**src/rtl/step_ctrl_if.sv**
```systemverilog
// step_ctrl_if: bundles the run/step controller's signals into one port.
//   tick        : one-cycle pulse from the slow clock-enable divider
//   btn_run     : raw run/halt toggle button (asynchronous, active-high)
//   btn_step    : raw single-step button (asynchronous, active-high)
//   cpu_halted  : CPU has executed HALT (synchronous level)
//   cpu_en      : one-cycle advance pulse to the CPU
//   running     : high while the controller is free-running
//   step_count  : number of cpu_en pulses issued since reset (wraps)
// The master side drives tick/buttons/cpu_halted; the slave side is the controller.
interface step_ctrl_if #(
    parameter int CNT_W = 16
);
    logic             tick;
    logic             btn_run;
    logic             btn_step;
    logic             cpu_halted;
    logic             cpu_en;
    logic             running;
    logic [CNT_W-1:0] step_count;

    modport master (
        output tick, btn_run, btn_step, cpu_halted,
        input  cpu_en, running, step_count
    );

    modport slave (
        input  tick, btn_run, btn_step, cpu_halted,
        output cpu_en, running, step_count
    );
endinterface

```
**src/rtl/step_ctrl.sv**
```systemverilog
// step_ctrl: run/step controller for the minicpu.
// Consumes the divider tick and two raw push-buttons and issues one-cycle
// cpu_en pulses: free-running at tick rate (RUN), halted (HALT) or a single
// instruction per step-button press (STEP). Counts issued pulses for display.
// Ports:
//   clk  : system clock
//   rst  : asynchronous active-high reset
//   bus  : step_ctrl_if.slave (tick, buttons, cpu_halted in; cpu_en,
//          running, step_count out, all outputs registered)
// Parameters:
//   DEBOUNCE_CYCLES : stable cycles needed to accept a button level (>= 2)
//   CNT_W           : width of step_count
module step_ctrl #(
    parameter int DEBOUNCE_CYCLES = 1_000_000,
    parameter int CNT_W           = 16
) (
    input  logic         clk,
    input  logic         rst,
    step_ctrl_if.slave   bus
);

    localparam int            DW       = $clog2(DEBOUNCE_CYCLES);
    localparam logic [DW-1:0] DCNT_MAX = DW'(DEBOUNCE_CYCLES - 1);

    // Index 0 = run button, index 1 = step button.
    logic [1:0] btn_raw;
    logic [1:0] press;

    assign btn_raw = {bus.btn_step, bus.btn_run};

    // ------------------------------------------------------------------
    // Button conditioning: synchronizer, debouncer, rising-edge pulse.
    // ------------------------------------------------------------------
    generate
        for (genvar gi = 0; gi < 2; gi++) begin : g_btn
            logic          sync1_q;
            logic          s2_q;
            logic          db_q;
            logic          db_d;
            logic          db_dly_q;
            logic          press_q;
            logic          press_d;
            logic [DW-1:0] dcnt_q;
            logic [DW-1:0] dcnt_d;

            always_comb begin
                db_d   = db_q;
                dcnt_d = dcnt_q;
                if (s2_q == db_q) begin
                    dcnt_d = '0;
                end else if (dcnt_q == DCNT_MAX) begin
                    db_d   = s2_q;
                    dcnt_d = '0;
                end else begin
                    dcnt_d = dcnt_q + DW'(1);
                end
                // Edge detect on the registered debounced level, so the
                // press pulse appears one edge after db itself changes.
                press_d = db_q & ~db_dly_q;
            end

            always_ff @(posedge clk or posedge rst) begin
                if (rst) begin
                    sync1_q  <= 1'b0;
                    s2_q     <= 1'b0;
                    db_q     <= 1'b0;
                    db_dly_q <= 1'b0;
                    dcnt_q   <= '0;
                    press_q  <= 1'b0;
                end else begin
                    sync1_q  <= btn_raw[gi];
                    s2_q     <= sync1_q;
                    db_q     <= db_d;
                    db_dly_q <= db_q;
                    dcnt_q   <= dcnt_d;
                    press_q  <= press_d;
                end
            end

            assign press[gi] = press_q;
        end
    endgenerate

    logic run_press;
    logic step_press;

    assign run_press  = press[0];
    assign step_press = press[1];

    // ------------------------------------------------------------------
    // Run/step FSM
    // ------------------------------------------------------------------
    typedef enum logic [1:0] {
        S_HALT = 2'd0,
        S_RUN  = 2'd1,
        S_STEP = 2'd2
    } state_t;

    state_t           state_q;
    state_t           state_d;
    logic             cpu_en_q;
    logic             cpu_en_d;
    logic             running_q;
    logic             running_d;
    logic [CNT_W-1:0] cnt_q;
    logic [CNT_W-1:0] cnt_d;

    always_comb begin
        state_d  = state_q;
        cpu_en_d = 1'b0;
        unique case (state_q)
            S_HALT: begin
                // A halted CPU swallows both buttons; run beats step.
                if (bus.cpu_halted) begin
                    state_d = S_HALT;
                end else if (run_press) begin
                    state_d = S_RUN;
                end else if (step_press) begin
                    state_d  = S_STEP;
                    cpu_en_d = 1'b1;
                end
            end
            S_STEP: begin
                state_d = S_HALT;
            end
            S_RUN: begin
                // Halting (by CPU or button) suppresses a coincident tick.
                if (bus.cpu_halted) begin
                    state_d = S_HALT;
                end else if (run_press) begin
                    state_d = S_HALT;
                end else if (bus.tick) begin
                    cpu_en_d = 1'b1;
                end
            end
            default: begin
                state_d = S_HALT;
            end
        endcase

        running_d = (state_d == S_RUN);
        // Counts the pulse currently on cpu_en; visible one cycle later.
        cnt_d     = cnt_q + {{(CNT_W-1){1'b0}}, cpu_en_q};
    end

    always_ff @(posedge clk or posedge rst) begin
        if (rst) begin
            state_q   <= S_HALT;
            cpu_en_q  <= 1'b0;
            running_q <= 1'b0;
            cnt_q     <= '0;
        end else begin
            state_q   <= state_d;
            cpu_en_q  <= cpu_en_d;
            running_q <= running_d;
            cnt_q     <= cnt_d;
        end
    end

    assign bus.cpu_en     = cpu_en_q;
    assign bus.running    = running_q;
    assign bus.step_count = cnt_q;

endmodule

```
**src/flat_wrapper.sv**
```systemverilog
// flat-port wrapper written by rule: the top's interface ports become plain ports
module step_ctrl_flat 
#(
    parameter int DEBOUNCE_CYCLES = 1_000_000,
    parameter int CNT_W           = 16
)
  (clk, rst, bus_tick, bus_btn_run, bus_btn_step, bus_cpu_halted, bus_cpu_en, bus_running, bus_step_count);
  step_ctrl_if #(.CNT_W(CNT_W)) bus_i ();
  input  logic clk;
  input  logic rst;
  input wire logic [$bits(bus_i.tick)-1:0] bus_tick;
  input wire logic [$bits(bus_i.btn_run)-1:0] bus_btn_run;
  input wire logic [$bits(bus_i.btn_step)-1:0] bus_btn_step;
  input wire logic [$bits(bus_i.cpu_halted)-1:0] bus_cpu_halted;
  output wire logic [$bits(bus_i.cpu_en)-1:0] bus_cpu_en;
  output wire logic [$bits(bus_i.running)-1:0] bus_running;
  output wire logic [$bits(bus_i.step_count)-1:0] bus_step_count;
  assign bus_i.tick = bus_tick;
  assign bus_i.btn_run = bus_btn_run;
  assign bus_i.btn_step = bus_btn_step;
  assign bus_i.cpu_halted = bus_cpu_halted;
  assign bus_cpu_en = bus_i.cpu_en;
  assign bus_running = bus_i.running;
  assign bus_step_count = bus_i.step_count;
  step_ctrl #(.DEBOUNCE_CYCLES(DEBOUNCE_CYCLES), .CNT_W(CNT_W)) u_core (.clk(clk), .rst(rst), .bus(bus_i));
endmodule
```
**config.mk**
```make
export PLATFORM = sky130hd
export DESIGN_NAME = step_ctrl_flat
export DESIGN_NICKNAME = d
export VERILOG_FILES = /design/src/rtl/step_ctrl_if.sv /design/src/rtl/step_ctrl.sv /design/src/flat_wrapper.sv
export SDC_FILE = /design/constraint.sdc
export NUM_CORES = 1
export LEC_CHECK = 0
export CAP_MARGIN = 20
export CORE_UTILIZATION = 52
export DETAILED_ROUTE_END_ITERATION = 16
export PLACE_DENSITY = 0.74
export SYNTH_ARGS = -nofsm -noshare
export SYNTH_HDL_FRONTEND = slang
export SYNTH_SLANG_ARGS = --single-unit
```
**constraint.sdc**
```tcl
create_clock -name clk -period 2.3 [get_ports clk]
set_input_delay 0.69 -clock clk [delete_from_list [all_inputs] [get_ports clk]]
set_output_delay 0.69 -clock clk [all_outputs]
set_load 0.02 [all_outputs]
```
**Word level (Yosys, flattened, before mapping)**

Cells that the tools add are included.

- Bits in registers: 70
- Logic and storage cells: 51

- $add $sub $neg: 3
- Mux-type cells: 17
- Bitwise operators: 6
- Equal/unequal tests: 6
- Reduce and logical (&&, ||, !) cells: 3

Operators by type and width:

| operator | count |
|---|---|
| $mux 20 | 4 |
| $add 20x1->20 const B | 2 |
| $eq 20x20->1 const B | 2 |
| $add 16x1->16 | 1 |
| $mux 2 | 5 |
| $mux 1 | 6 |
| $eq 2x1->1 const B | 2 |
| $not 1->1 | 4 |
| $pmux 2 s2 | 1 |
| $reduce_and 2->1 | 2 |
| $and 1x1->1 | 2 |
| $eq 1x1->1 | 2 |
| $logic_not 2->1 | 1 |
| $pmux 1 s2 | 1 |

**Depth between registers and ports, before layout**

- Word-level depth: 5
- Depth in mapped cells: 6

**Worst setup path after synthesis**

OpenSTA, ideal clock, no wires.

- Path type: register to register
- Start: reg u_core.g_btn[0].dcnt_q[0]
- End: reg u_core.g_btn[0].dcnt_q[18]
- Data arrival time: 1.901 ns
- Buffers on the path: 1
- Clock period less this slack: 1.978 ns
- Path slack: 0.322 ns
- Setup time: 0.078 ns
- Cell stages (with the launch flop): 7
- Cells stage by stage: dfrtp_1 > ha_1 > nand2_1 > or4_1 > buf_2 > or4_1 > a21oi_1

- Word-level cells in the longest chain between the ends: 3

RTL lines:

| item | line | source |
|---|---|---|
| start: declaration | step_ctrl.sv:43 | `logic [DW-1:0] dcnt_q;` |
| start signal: assignment | step_ctrl.sv:75 | `dcnt_q <= dcnt_d;` |
| $add 20x1->20 or $eq 20x20->1 (tied branches) | step_ctrl.sv:55, step_ctrl.sv:51 |  |
| $mux 20 * | step_ctrl.sv:51 | `end else if (dcnt_q == DCNT_MAX) begin` |
| $mux 20 * | step_ctrl.sv:49 | `if (s2_q == db_q) begin` |
| net u_core.g_btn[0].dcnt_d[18] | step_ctrl.sv:44 | `logic [DW-1:0] dcnt_d;` |

Mark *: on every way through the listed nets, which the timed path passes. The rest lies on a longest branch.
A chain may end at the register's enable or synchronous reset.

**Worst setup path after layout**

Ends and elaborated chain as after synthesis.

==> results.json <==
{
  "post_cts_resized": 0,
  "post-route-min-period_ns": 2.130,
  "holdWs_ns": 0.3586,
  "rsz0062_at_grt": "false",
  "root_buffer": "clkbuf_8",
  "hold_path_class": "flip-flop to flip-flop",
  "cts_hold_buffers": 0,
  "layout.nets": 333,
  "io_buffers": 23,
  "final_area_mm2": 0.003679,
  "wl_met2_mm": 2.558,
  "syn_area_per_cell_um2": 10.72,
  "dr_wl_met3_um": 212,
  "r2r-start": "u_core.g_btn[0].dcnt_q[0]$_DFF_PP0_",
  "vias_per_cell": 5.510,
  "combinationalPowerShare_pct": 3.7,
  "synth_xor_area_share_pct": 10.91,
  "crit_fanout": 7,
  "required_ns": 2.56,
  "dr.first_iter.drc_count": 171,
  "setup_viol": 0,
  "coreArea_mm2": 0.005642,
  "synth_top_family_by_area": "simple AND/OR/NAND/NOR gates",
  "relSlewSlack_pct": 62.19,
  "route.detailed.drc": 0,
  "yosysUniqueCellTypes": 34,
  "crit_path_start": "u_core.g_btn[0].dcnt_q[0]$_DFF_PP0_",
  "syn-num-nets": 302,
  "drive_gt1_share_pct": 9.451,
  "overflow": 0,
  "die_w_um": 79.59,
  "antenna_found_initial": 0,
  "grt_first_pass_wirelength_mm": 9.735,
  "layout_commonest_cell": "dfrtp_1",
  "crit_type": "flip-flop to flip-flop",
  "place_congestion": 0.7899,
  "ant_nets": 0,
  "worstMarginPinSlew_ns": 0.5619,
  "clock_skew_ns": 0.007369,
  "synth_area_mm2": 0.003131,
  "clkPwrFrac_pct": 42.2,
  "hpwl_mm": 3.858,
  "ys_ff_latch": 70,
  "num_antenna_cells": 0,
  "clk_pin_slew_ns": 0.07,
  "fin_crit_sh_pct": 92.62,
  "grt_pass1_vias": 2203,
  "power.switching_uw": 521.2,
  "ys_warn_count": 0,
  "grt_start_max_net_pins": 39,
  "synth_compound_area_share_pct": 6.035,
  "wl_mm": 5.539,
  "dpl-instance-area_mm2": 0.003480,
  "num_vias": 2204,
  "grt.total_usage_pct": 20.13,
  "hold_start": "u_core.g_btn[1].sync1_q$_DFF_PP0_",
  "cts_buffer_depth": 2,
  "synth_mux_area_share_pct": 0.7194,
  "p_per_area_mw_per_mm2": 632.0,
  "yosys.area_share.adder_pct": 1.599,
  "cts_max_level": 3,
  "cp-end-kind": "flip-flop",
  "tritoncts": "built",
  "die_h_um": 79.59,
  "worstSetupStartpointType": "flip-flop",
  "post_cts_buffers": 0,
  "wl_per_cell_um": 13.85,
  "synthesis.instances": 292,
  "status": "finished, final reports clean",
  "clk_latency_ns": 0.34,
  "finalHoldViolCount": 0,
  "p_leak_uw": 0.001538,
  "io_pins": 24,
  "area_delta_synth_final_pct": 17.51,
  "yosysSeqAreaShare_pct": 55.96,
  "swShare_pct": 22.42,
  "pwr-share-seq_pct": 54.1,
  "drtPass1Iterations": 4,
  "cts.sinks": 70,
  "highest_layer": "met4",
  "internal_power_uw": 1804,
  "max_freq_mhz": 469.4,
  "synth_simple_gate_area_share_pct": 22.26,
  "finalMaxSlewViolations": 0,
  "cts_buffers": 9,
  "dieArea_mm2": 0.006335,
  "layout_common_cells": "dfrtp_1 (70), nor2_1 (30), xnor2_1 (27), clkdlybuf4s50_1 (23), nand3_1 (18)",
  "max-cap-violations": 0,
  "start_util_pct": 55.49,
  "peakVddDrop_mv": 0.4095,
  "rows": 27,
  "wl_met1_mm": 2.721,
  "fin_tns_setup_ns": 0,
  "worst_ep_arrival_time_ns": 2.39
}
kinds of logic (layout without fill, tap and decap cells):
kind of cell               after synthesis  after routing
and+or+nand+nor                        127            127
DFF                                     70             70
xor gates and xnor gates                39             39
AOI/OAI and AO/OA                       30             30
buffers and inverters                   20             56
adders and majority gates                4              4
muxes                                    2              2
synth_stat cells (all sizes together):
master	count	area share, %
dfrtp	70	56
nor2	30	3.6
xnor2	27	7.6
nand3	19	3.2
nand2	17	2.0
a21oi	14	2.2
nand4	12	3.1
xor2	12	3.4
inv	11	1.3
or4	9	2.2
nor3	8	1.3
nor4	7	1.4
o21ai	7	1.1
o31ai	7	2.1
or3	7	1.4
clkbuf	6	0.72
and2	4	0.80
and3	4	0.80
ha	4	1.6
buf	3	0.48
and4	2	0.56
mux2	2	0.72
nand2b	2	0.40
nor2b	2	0.40
or4b	2	0.64
a2111oi	1	0.28
a31o	1	0.28
nor4bb	1	0.32
or2	1	0.20
worst max-delay path, stage by stage (launching register included):
cell and delay [ns]:
dfrtp_1 0.38, ha_1 0.24, nand2_1 0.11, or4_1 0.66
or4_1 0.50, a21oi_1 0.16
final cells by class:
| class | instances | area, um^2 |
|---|---|---|
| flip-flops and latches | 70 | 1752 |
| repair buffers | 29 | 287.8 |
| multi-input cells | 202 | 1305 |
| inverters | 11 | 45.04 |
| well taps | 72 | 90.09 |
| fillers | 449 | 1963 |
| clock buffers | 10 | 137.6 |
| clock inverters | 6 | 61.31 |
sequential cells by signal, indices dropped and copies added, names as in the netlist:
register / cells
u_core.g_btn.db_dly_q: 2
u_core.bus.cpu_en: 1
u_core.bus.running: 1
u_core.g_btn.dcnt_q: 40
u_core.bus.step_count: 16
u_core.state_q: 2
u_core.g_btn.press_q: 2
u_core.g_btn.db_q: 2
u_core.g_btn.sync1_q: 2
u_core.g_btn.s2_q: 2
per-layer routing:
| metal | vias to the layer above | GRT usage, % |
|---|---|---|
| met2 | 46 | 31.71 |
| met5 | - | 0 |
| met1 | 1063 | 25.98 |
| met4 | 0 | 8.000 |
| li1 | 1089 | - |
| met3 | 6 | 5.943 |
power by group through the flow:
stage / sequential (uW) / combinational (uW) / clock (uW)
after global routing: 1260 / 97.7 / 1060
after detailed placement: 1280 / 87.6 / 0
final: 1260 / 85.3 / 982
after global placement: 1280 / 86.5 / 0
after floorplan: 1280 / 47.5 / 0
after CTS: 1260 / 88.2 / 998
through the flow:
step	setup WS, ns	std cells	util [%]	power [uW]
6_report	0.1698	400	65.20	2325
5_1_grt	0.04671	400	65.20	2418
4_1_cts	0.1767	400	65.20	2344
3_5_place_dp	0.2139	384	61.68	1369
3_3_place_gp	0.2557	384	61.68	1367
2_1_floorplan	0.3218	292	-	1328
path summary, 6_finish.rpt:
path                                                   endpoint  slack (ns)  cells after the start
max                        u_core.g_btn[0].dcnt_q[18]$_DFF_PP0_        0.17                      5
min                              u_core.g_btn[1].s2_q$_DFF_PP0_        0.36                      0
max reg2reg                u_core.g_btn[0].dcnt_q[18]$_DFF_PP0_        0.17                      5
min reg2reg                      u_core.g_btn[1].s2_q$_DFF_PP0_        0.36                      0
max in group asynchronous   u_core.g_btn[1].dcnt_q[7]$_DFF_PP0_        1.08                      3
min in group asynchronous    u_core.bus.step_count[1]$_DFF_PP0_        0.69                      2
No activity file was read; power rests on OpenSTA's default activity.
